<file path="src/rtl/game_ctrl_if.sv">
// ============================================================================
// Module : game_ctrl_if
// Brief  : Move / load / new-game request bundle for the tile-merge controller.
// Rev    : 1.0  initial release
// ============================================================================
`default_nettype none

interface game_ctrl_if;
    logic        move_valid;
    logic [1:0]  move_dir;
    logic        move_ready;
    logic        new_game;
    logic        load_en;
    logic [63:0] load_data;

    modport master (
        output move_valid, move_dir, new_game, load_en, load_data,
        input  move_ready
    );

    modport slave (
        input  move_valid, move_dir, new_game, load_en, load_data,
        output move_ready
    );
endinterface

`default_nettype wire

</file>
<file path="src/rtl/game_ctrl.sv">
// ============================================================================
// Module : game_ctrl
// Brief  : 4x4 tile-merge sequencer: slide/merge, LFSR spawn, win/lose check,
//          vblank-aligned commit to the display grid.
// Rev    : 1.0  initial release
// ============================================================================
`default_nettype none

module game_ctrl #(
    parameter int          WIN_VALUE = 11,
    parameter logic [15:0] LFSR_SEED = 16'hACE1
) (
    input  wire logic       vgaclk,
    input  wire logic       rst,
    input  wire logic [9:0] vc,
    game_ctrl_if.slave      bus,
    output logic [3:0]      grid [0:15],
    output logic [1:0]      state
);

    localparam logic [3:0]  c_win      = 4'(WIN_VALUE);
    localparam logic [15:0] c_lfsr_tap = 16'hB400;

    typedef enum logic [2:0] {
        S_INIT    = 3'd0,
        S_IDLE    = 3'd1,
        S_SLIDE   = 3'd2,
        S_SPAWN   = 3'd3,
        S_CHECK   = 3'd4,
        S_WAIT_VB = 3'd5
    } fsm_t;

    fsm_t        r_fsm;
    logic [3:0]  r_work [0:15];
    logic [15:0] r_lfsr;
    logic [1:0]  r_dir;
    logic [1:0]  r_line;
    logic        r_changed;
    logic [3:0]  r_probe;
    logic        r_spawn2;
    logic [1:0]  r_result;
    logic        r_ready;

    logic [15:0] w_lfsr_next;
    logic [3:0]  w_idx [0:3];
    logic [15:0] w_in;
    logic [15:0] w_out;
    logic        w_diff;
    logic        w_won;
    logic        w_empty;
    logic        w_pair;

    // Position j of line k, counted from the edge tiles move toward.
    function automatic logic [3:0] cell_idx(input logic [1:0] dir, input logic [1:0] k,
                                            input logic [1:0] j);
        case (dir)
            2'd0:    return {k, j};
            2'd1:    return {k, ~j};
            2'd2:    return {j, k};
            default: return {~j, k};
        endcase
    endfunction

    function automatic logic [15:0] slide_line(input logic [15:0] l);
        logic [3:0]  c [0:4];
        logic [15:0] o;
        logic [2:0]  n;
        logic [2:0]  m;
        logic        skip;
        for (int j = 0; j < 5; j++) c[j] = 4'd0;
        n = 3'd0;
        for (int j = 0; j < 4; j++) begin
            if (l[4*j +: 4] != 4'd0) begin
                c[n] = l[4*j +: 4];
                n    = n + 3'd1;
            end
        end
        o    = 16'd0;
        m    = 3'd0;
        skip = 1'b0;
        for (int j = 0; j < 4; j++) begin
            if (skip) begin
                skip = 1'b0;
            end else if (c[j] != 4'd0) begin
                if (c[j] == c[j+1] && c[j] != 4'hF) begin
                    o[4*m +: 4] = c[j] + 4'd1;
                    skip        = 1'b1;
                end else begin
                    o[4*m +: 4] = c[j];
                end
                m = m + 3'd1;
            end
        end
        return o;
    endfunction

    assign w_lfsr_next    = r_lfsr[0] ? ((r_lfsr >> 1) ^ c_lfsr_tap) : (r_lfsr >> 1);
    assign bus.move_ready = r_ready;

    always_comb begin
        for (int j = 0; j < 4; j++) begin
            w_idx[j]       = cell_idx(r_dir, r_line, 2'(j));
            w_in[4*j +: 4] = r_work[w_idx[j]];
        end
        w_out  = slide_line(w_in);
        w_diff = (w_out != w_in);
    end

    always_comb begin
        w_won   = 1'b0;
        w_empty = 1'b0;
        w_pair  = 1'b0;
        for (int i = 0; i < 16; i++) begin
            if (r_work[i] >= c_win) w_won = 1'b1;
            if (r_work[i] == 4'd0)  w_empty = 1'b1;
        end
        for (int r = 0; r < 4; r++)
            for (int c = 0; c < 3; c++)
                if (r_work[r*4+c] == r_work[r*4+c+1]) w_pair = 1'b1;
        for (int i = 0; i < 12; i++)
            if (r_work[i] == r_work[i+4]) w_pair = 1'b1;
    end

    always_ff @(posedge vgaclk or negedge rst) begin
        if (!rst) begin
            r_fsm     <= S_INIT;
            r_lfsr    <= LFSR_SEED;
            r_dir     <= 2'd0;
            r_line    <= 2'd0;
            r_changed <= 1'b0;
            r_probe   <= 4'd0;
            r_spawn2  <= 1'b0;
            r_result  <= 2'd0;
            r_ready   <= 1'b0;
            state     <= 2'd0;
            for (int i = 0; i < 16; i++) begin
                r_work[i] <= 4'd0;
                grid[i]   <= 4'd0;
            end
        end else begin
            r_lfsr <= w_lfsr_next;
            case (r_fsm)
                S_INIT: begin
                    r_spawn2 <= 1'b1;
                    r_probe  <= r_lfsr[3:0];
                    r_fsm    <= S_SPAWN;
                end
                S_IDLE: begin
                    if (bus.new_game) begin
                        for (int i = 0; i < 16; i++) r_work[i] <= 4'd0;
                        r_ready <= 1'b0;
                        r_fsm   <= S_INIT;
                    end else if (bus.load_en) begin
                        for (int i = 0; i < 16; i++) begin
                            r_work[i] <= bus.load_data[4*i +: 4];
                            grid[i]   <= bus.load_data[4*i +: 4];
                        end
                        state <= 2'd0;
                    end else if (bus.move_valid && state == 2'd0) begin
                        r_dir     <= bus.move_dir;
                        r_line    <= 2'd0;
                        r_changed <= 1'b0;
                        r_ready   <= 1'b0;
                        r_fsm     <= S_SLIDE;
                    end
                end
                S_SLIDE: begin
                    for (int j = 0; j < 4; j++) r_work[w_idx[j]] <= w_out[4*j +: 4];
                    r_line    <= r_line + 2'd1;
                    r_changed <= r_changed | w_diff;
                    if (r_line == 2'd3) begin
                        if (r_changed || w_diff) begin
                            r_spawn2 <= 1'b0;
                            r_probe  <= r_lfsr[3:0];
                            r_fsm    <= S_SPAWN;
                        end else begin
                            r_ready <= 1'b1;
                            r_fsm   <= S_IDLE;
                        end
                    end
                end
                S_SPAWN: begin
                    // Linear probe from the entry position; a second pass re-seeds the probe.
                    if (r_work[r_probe] == 4'd0) begin
                        r_work[r_probe] <= (r_lfsr[7:4] == 4'd0) ? 4'd2 : 4'd1;
                        if (r_spawn2) begin
                            r_spawn2 <= 1'b0;
                            r_probe  <= r_lfsr[3:0];
                        end else begin
                            r_fsm <= S_CHECK;
                        end
                    end else begin
                        r_probe <= r_probe + 4'd1;
                    end
                end
                S_CHECK: begin
                    if (w_won)                  r_result <= 2'd1;
                    else if (!w_empty && !w_pair) r_result <= 2'd2;
                    else                        r_result <= 2'd0;
                    r_fsm <= S_WAIT_VB;
                end
                S_WAIT_VB: begin
                    if (vc >= 10'd480) begin
                        for (int i = 0; i < 16; i++) grid[i] <= r_work[i];
                        state   <= r_result;
                        r_ready <= 1'b1;
                        r_fsm   <= S_IDLE;
                    end
                end
                default: r_fsm <= S_INIT;
            endcase
        end
    end

endmodule

`default_nettype wire

</file>
<file path="src/flat_wrapper.sv">
// flat-port wrapper written by rule: the top's interface ports become plain ports
module game_ctrl_flat 
#(
    parameter int          WIN_VALUE = 11,
    parameter logic [15:0] LFSR_SEED = 16'hACE1
)
  (vgaclk, rst, vc, grid, state, bus_move_valid, bus_move_dir, bus_new_game, bus_load_en, bus_load_data, bus_move_ready);
  game_ctrl_if bus_i ();
  input  wire logic vgaclk;
  input  wire logic rst;
  input  wire logic [9:0] vc;
  output logic [3:0] grid[0:15];
  output logic [1:0] state;
  input wire logic [$bits(bus_i.move_valid)-1:0] bus_move_valid;
  input wire logic [$bits(bus_i.move_dir)-1:0] bus_move_dir;
  input wire logic [$bits(bus_i.new_game)-1:0] bus_new_game;
  input wire logic [$bits(bus_i.load_en)-1:0] bus_load_en;
  input wire logic [$bits(bus_i.load_data)-1:0] bus_load_data;
  output wire logic [$bits(bus_i.move_ready)-1:0] bus_move_ready;
  assign bus_i.move_valid = bus_move_valid;
  assign bus_i.move_dir = bus_move_dir;
  assign bus_i.new_game = bus_new_game;
  assign bus_i.load_en = bus_load_en;
  assign bus_i.load_data = bus_load_data;
  assign bus_move_ready = bus_i.move_ready;
  game_ctrl #(.WIN_VALUE(WIN_VALUE), .LFSR_SEED(LFSR_SEED)) u_core (.vgaclk(vgaclk), .rst(rst), .vc(vc), .bus(bus_i), .grid(grid), .state(state));
endmodule
</file>
<file path="config.mk">
export PLATFORM = sky130hd
export DESIGN_NAME = game_ctrl_flat
export DESIGN_NICKNAME = d
export VERILOG_FILES = /design/src/rtl/game_ctrl_if.sv /design/src/rtl/game_ctrl.sv /design/src/flat_wrapper.sv
export SDC_FILE = /design/constraint.sdc
export NUM_CORES = 1
export LEC_CHECK = 0
export ABC_AREA = 1
export CAP_MARGIN = 15
export CORE_MARGIN = 2
export CORE_UTILIZATION = 40
export CTS_CLUSTER_DIAMETER = 100
export DETAILED_ROUTE_END_ITERATION = 16
export PLACE_DENSITY_LB_ADDON = 0.1
export REMOVE_ABC_BUFFERS = 1
export SLEW_MARGIN = 40
export SYNTH_ARGS = -nofsm -noshare
export SYNTH_HDL_FRONTEND = slang
export SYNTH_SLANG_ARGS = --single-unit
</file>
<file path="constraint.sdc">
create_clock -name vgaclk -period 8.05 [get_ports vgaclk]
set_input_delay 1.2075 -clock vgaclk [delete_from_list [all_inputs] [get_ports vgaclk]]
set_output_delay 1.2075 -clock vgaclk [all_outputs]
set_load 0.02 [all_outputs]
</file>
Yosys cells after proc, flatten, opt, wreduce, memory -nomap -nowiden
Index checks and enable logic that the tools add are counted.
- add/sub/neg operators: 13
- multiply operators: 0
- div/mod/pow operators: 0
- magnitude comparators: 33
- eq/ne operators: 55
- shift-type cells: 9
- muxes and demuxes: 182
- bitwise logic cells: 12
- reductions and logical operators: 59
- operator list (operator ; count):
    $bwmux W64 ; 5
    $mux W64 ; 5
    $shiftx A4 B34 Y16 ; 6
    $pmux W64 S3 ; 1
    $mux W16 ; 10
    $pmux W64 S2 ; 1
    $eq A4 B4 Y1 ; 28
    $shift A4 B34 Y16 const A ; 3
    $mux W4 ; 25
    $bwmux W16 ; 6
    $bmux W4 S4 ; 5
    $demux W4 S4 ; 5
    $ge A4 B4 Y1 const B ; 19
    $mux W1 ; 76
    $logic_not A4 Y1 ; 18
    $neg A5 Y34 ; 2
    $bwmux W20 ; 3
    $mux W20 ; 3
    $pmux W4 S3 ; 5
    $mux W3 ; 13
    $demux W4 S3 ; 3
    $neg A3 Y34 ; 1
    $reduce_bool A4 Y1 ; 8
    $ge A5 B5 Y1 const B ; 5
    38 further kinds ; 107
- flip-flop bits (word level): 162
- latch bits: 0
- RAM bits: 0
- bits in read-only memories: 0
- input port bits: 81
- memories: 0

Longest topological paths before layout
- depth after elaboration: 40
- depth in mapped cells: 50
- mapped depth without buffers: 49

Worst setup path before layout
No wires, ideal clock.
- path type: flip-flop to flip-flop
- from: reg u_core.r_line[1]
- to: reg u_core.r_ready (netlist: u_core.bus.move_ready)
- library setup time: 117 ps
- arrival time: 6165 ps
- data required time: 7933 ps
- setup slack: 1768 ps
- stages on the path, launching flop included: 50
- buffers on the path: 1
- period minus slack after synthesis: 6282 ps
- cells stage by stage: dfrtp_1 inv_1 nand2_2 nand2_2 inv_2 buf_2 nand3_1 nand3_1 nand2_1 nor2_1 nor2_1 nand2_1 inv_1 fa_1 nand2_1 inv_1 nand2_2 inv_2 [14 not listed] ha_1 ha_1 inv_1 nor3_1 a21boi_2 nand4_2 clkinv_1 nand2_1 nand2_1 nand2_1 nand2_1 nand3_1 nor2_2 nand2_1 nand2_2 nand2_1 nand2_1 nand2_1
- word-level cells in the longest chain between the ends: 38
- elaborated cells on any way between the ends: 124
- ends and longest elaborated chain (element ; RTL line ; text):
    start, declared ; game_ctrl.sv:37 ; logic [1:0] r_line;
    start signal, assigned ; game_ctrl.sv:169 ; r_line <= r_line + 2'd1;
    parallel branches: the longest is 37 deep, another holds $add A3 B1 Y3 ; n/a ;
    $reduce_and A6 Y1 (no source line) (*) ; n/a ;
    end signal, assigned ; game_ctrl.sv:134 ; r_ready <= 1'b0;
    end signal, assigned ; game_ctrl.sv:163 ; r_ready <= 1'b0;
    end signal, assigned ; game_ctrl.sv:177 ; r_ready <= 1'b1;
    end, declared ; game_ctrl.sv:42 ; logic r_ready;
Every way passes the cells marked *. The select of a mux whose other input is x is not followed.
A chain may end at the register's enable or synchronous reset.

Worst setup path in the final report
- from: reg u_core.r_line[0]
- to: reg u_core.r_work[30] in the netlist's numbering
- word-level cells in the longest chain between the ends: 39
- elaborated cells on any way between the ends: 143
- ends and longest elaborated chain (element ; RTL line ; text):
    parallel branches: the longest is 37 deep, another holds $add A3 B1 Y3 ; n/a ;
    $bwmux W64 (*) ; game_ctrl.sv:168 ; for (int j = 0; j < 4; j++) r_work[w_idx[j]] <= w_out[4*j +: 4];
    $pmux W64 S3 (*) ; game_ctrl.sv:142 ; case (r_fsm)
    end signal, assigned by index ; game_ctrl.sv:155 ; r_work[i] <= bus.load_data[4*i +: 4];
    end signal, assigned by index ; game_ctrl.sv:185 ; r_work[r_probe] <= (r_lfsr[7:4] == 4'd0) ? 4'd2 : 4'd1;
    end, declared ; game_ctrl.sv:34 ; logic [3:0] r_work [0:15];
Marks and branches as above.

==> metrics.cfg <==
[run_status]
outcome=finished, final reports clean

[die]
initial_utilization_pct=40.3
rows=75
die_h_um=209
chipWidth_um=209
ios=148
core-area_um2=41800
dieArea_um2=43700

[sta]
slew_headroom_pct=42.1
worst_slew_pin_slew_ns=0.860
drv_slew=0
worst_slack_ns=0.548
period_minus_slack_ns=7.50
clock.fmax_mhz=133
finalHoldViolCount=0
rsz0062_at_grt=no
fin_crit_sh_pct=93.2
fin_worst_skew_ns=0.0149
setup_viol=0
tns_ns=0

[route]
drt-total-wl_mm=79.4
via_per_inst=5.96
num_vias=20000
dr.pass1.iters=7
drc_errors=0
drt-initial-drc-count=2390
antenna_left=0
wl_per_cell_um=23.7

[worst_setup_path]
cp-start-kind=flop
critPathRequiredTime_ns=8.40
path_class=flop to flop
crit_top_cell=nand2_1
crit_buf_inv=6
slowest_delay_ns=0.61
crit_arrival_ns=7.85
crit_family=simple AND/OR/NAND/NOR gates
cp-end-kind=flop
cp_slowest_cell=dfrtp_1
critical_path.max_fanout=17

[logic_synthesis]
syn-instance-count=2669
synthAdderAreaFrac_pct=1.83
synth_xor_area_share_pct=5.52
synth-compound-area-share_pct=21.2
synth_top_family_by_area=simple AND/OR/NAND/NOR gates
yosysUniqueCellTypes=63
synth_seq_cells=162
yosys.area_share.simple_pct=37.4
synth_ff_type=dfrtp_1
synth.area.mux_share_pct=0
yosysWarnings=0
synth_area_um2=16800
synth_edf_count=0
synth_async_sr_flop_share_pct=100
avgSynthCellArea_um2=6.31
seq_area_frac_synth_pct=24.1

[place]
dp_cells=3319
pre_cts_ws_ns=0.569
dp_hpwl_mm=59.9
gp_congestion=1.05
io_buffer_count=142

[run]
cap_violations=0

[cells_and_area]
drive_gt1_share_pct=10.8
n_fill_cell=4434
num_antenna_cells=0
area_growth_pct=19.2
final_cells=3352
utilization_pct=48.1
final_nets=2905

[clock_network]
htreeDepth=4
post-cts-setup-buffer-count=0
ctsResizeCount=0
clock-sinks=162
cts_max_path_buffers=2
worstSkewPairLatency_ns=0.49
numCtsBuffers=17
cts_tree=done
hold_buffers=0
cts-root-buf=clkbuf_16
clk_pin_slew_ns=0.07

[global_routing]
grt_overflow_total=0
grt_pass1_wl_mm=118
grt_max_degree=109
antenna_found_initial=0
grt_usage_pct=36.0
grt_pass1_vias=18500

[hold_path]
hp-class=flop to flop

-- state kept, by name, summed over array words and instances, names as in the netlist --
name	cells
u_core.bus.move_ready	1
u_core.grid	64
u_core.r_changed	1
u_core.r_dir	2
u_core.r_fsm	3
u_core.r_lfsr	16
u_core.r_line	2
u_core.r_probe	4
u_core.r_result	2
u_core.r_spawn2	1
u_core.r_work	64
u_core.state	2
-- Yosys cell counts, types with 5 or more instances --
cell	n	area [um^2]
inv_1	212	796
clkbuf_1	118	443
ha_1	23	288
nand2_2	31	194
nand2_1	635	2380
nand4_1	33	206
a211oi_1	24	180
inv_2	16	60.1
buf_4	11	82.6
a21oi_1	176	881
nor2_4	9	101
o21ai_0	170	851
o21ai_1	5	25.0
dfrtp_1	154	3850
buf_2	24	120
nand3_1	370	1850
o22ai_1	6	37.5
nor4_1	24	150
a221oi_1	16	140
buf_6	7	78.8
a32oi_1	16	140
o21bai_1	7	52.6
o211ai_1	51	383
nor2_2	13	81.3
o21a_1	64	480
a31oi_1	10	62.6
xor2_1	62	543
nand3_2	6	60.1
nor2_1	209	785
o221ai_1	8	70.1
nand2_4	9	101
a22oi_1	13	97.6
dfstp_2	8	210
buf_1	9	33.8
xnor2_1	44	385
nor3_1	28	140
-- area by class of cell --
class	instances	area [um^2]	area share, %
sequential	162	4070	20.3
inverter	236	903	4.50
clock inverter	14	139	0.692
clock buffer	18	429	2.14
tap	539	674	3.36
timing repair buffer	283	2690	13.4
multi-input combinational	2100	11200	55.7
-- metal layers --
metal / GRT usage [%] / routed length, um
met3: 6.79 / 7620
met1: 48.7 / 33400
met5: 0 / 0
met2: 54.4 / 33700
met4: 19.4 / 4690
-- worst register-to-register path, delay by kind of cell (launching register included) --
kind                       cells  cell delay (ns)
and+or+nand+nor               25             3.28
adders and majority gates      5             1.54
AOI/OAI and AO/OA              5             0.98
buffers and inverters          6             0.97
DFF                            1             0.61
-- through the flow --
stage | hold WS, ns | cell area, um^2
final | 0.356 | 20100
after floorplan | 0.331 | 16100
after global routing | 0.367 | 20100
after detailed placement | 0.342 | 19400
after CTS | 0.359 | 20000
after global placement | 0.336 | 19400
-- final timing paths --
path	from	to	slack, ns	depth (start not counted)
max	u_core.r_line[0]$_DFFE_PN0P_	u_core.r_work[30]$_DFFE_PN0P_	0.55	41
max reg2reg	u_core.r_line[0]$_DFFE_PN0P_	u_core.r_work[30]$_DFFE_PN0P_	0.55	41
min reg2reg	u_core.r_lfsr[9]$_DFF_PN0_	u_core.r_lfsr[8]$_DFF_PN0_	0.36	0
min	u_core.r_lfsr[9]$_DFF_PN0_	u_core.r_lfsr[8]$_DFF_PN0_	0.36	0
min in group asynchronous	rst	u_core.grid[50]$_DFFE_PN0P_	0.55	1
max in group asynchronous	rst	u_core.r_work[16]$_DFFE_PN0P_	6.54	2
-- placed cells by master, fill, tap and decap left out, types with 9 or more instances in the layout --
cell type / count
a211oi_1: 24
a21oi_1: 175
a221oi_1: 16
a22oi_1: 13
a31oi_1: 10
a32oi_1: 16
buf_12: 13
buf_4: 123
clkbuf_16: 17
clkdlybuf4s50_1: 141
dfrtp_1: 152
ha_1: 23
inv_1: 209
inv_2: 17
nand2_1: 633
nand2_2: 32
nand2_4: 9
nand3_1: 370
nand4_1: 33
nor2_1: 206
nor2_2: 13
nor2_4: 12
nor3_1: 27
nor4_1: 23
o211ai_1: 51
o21a_1: 64
o21ai_0: 170
xnor2_1: 44
xor2_1: 62
-- cells by family after synthesis --
family          after synthesis
compound gates              583
buf+inv                     407
fa+ha+maj                    24
xor+xnor                    106
simple gates               1387
flops                       162
Power is not shown: default switching activity piles up to over one toggle a cycle in this logic, so the estimate is an artifact.
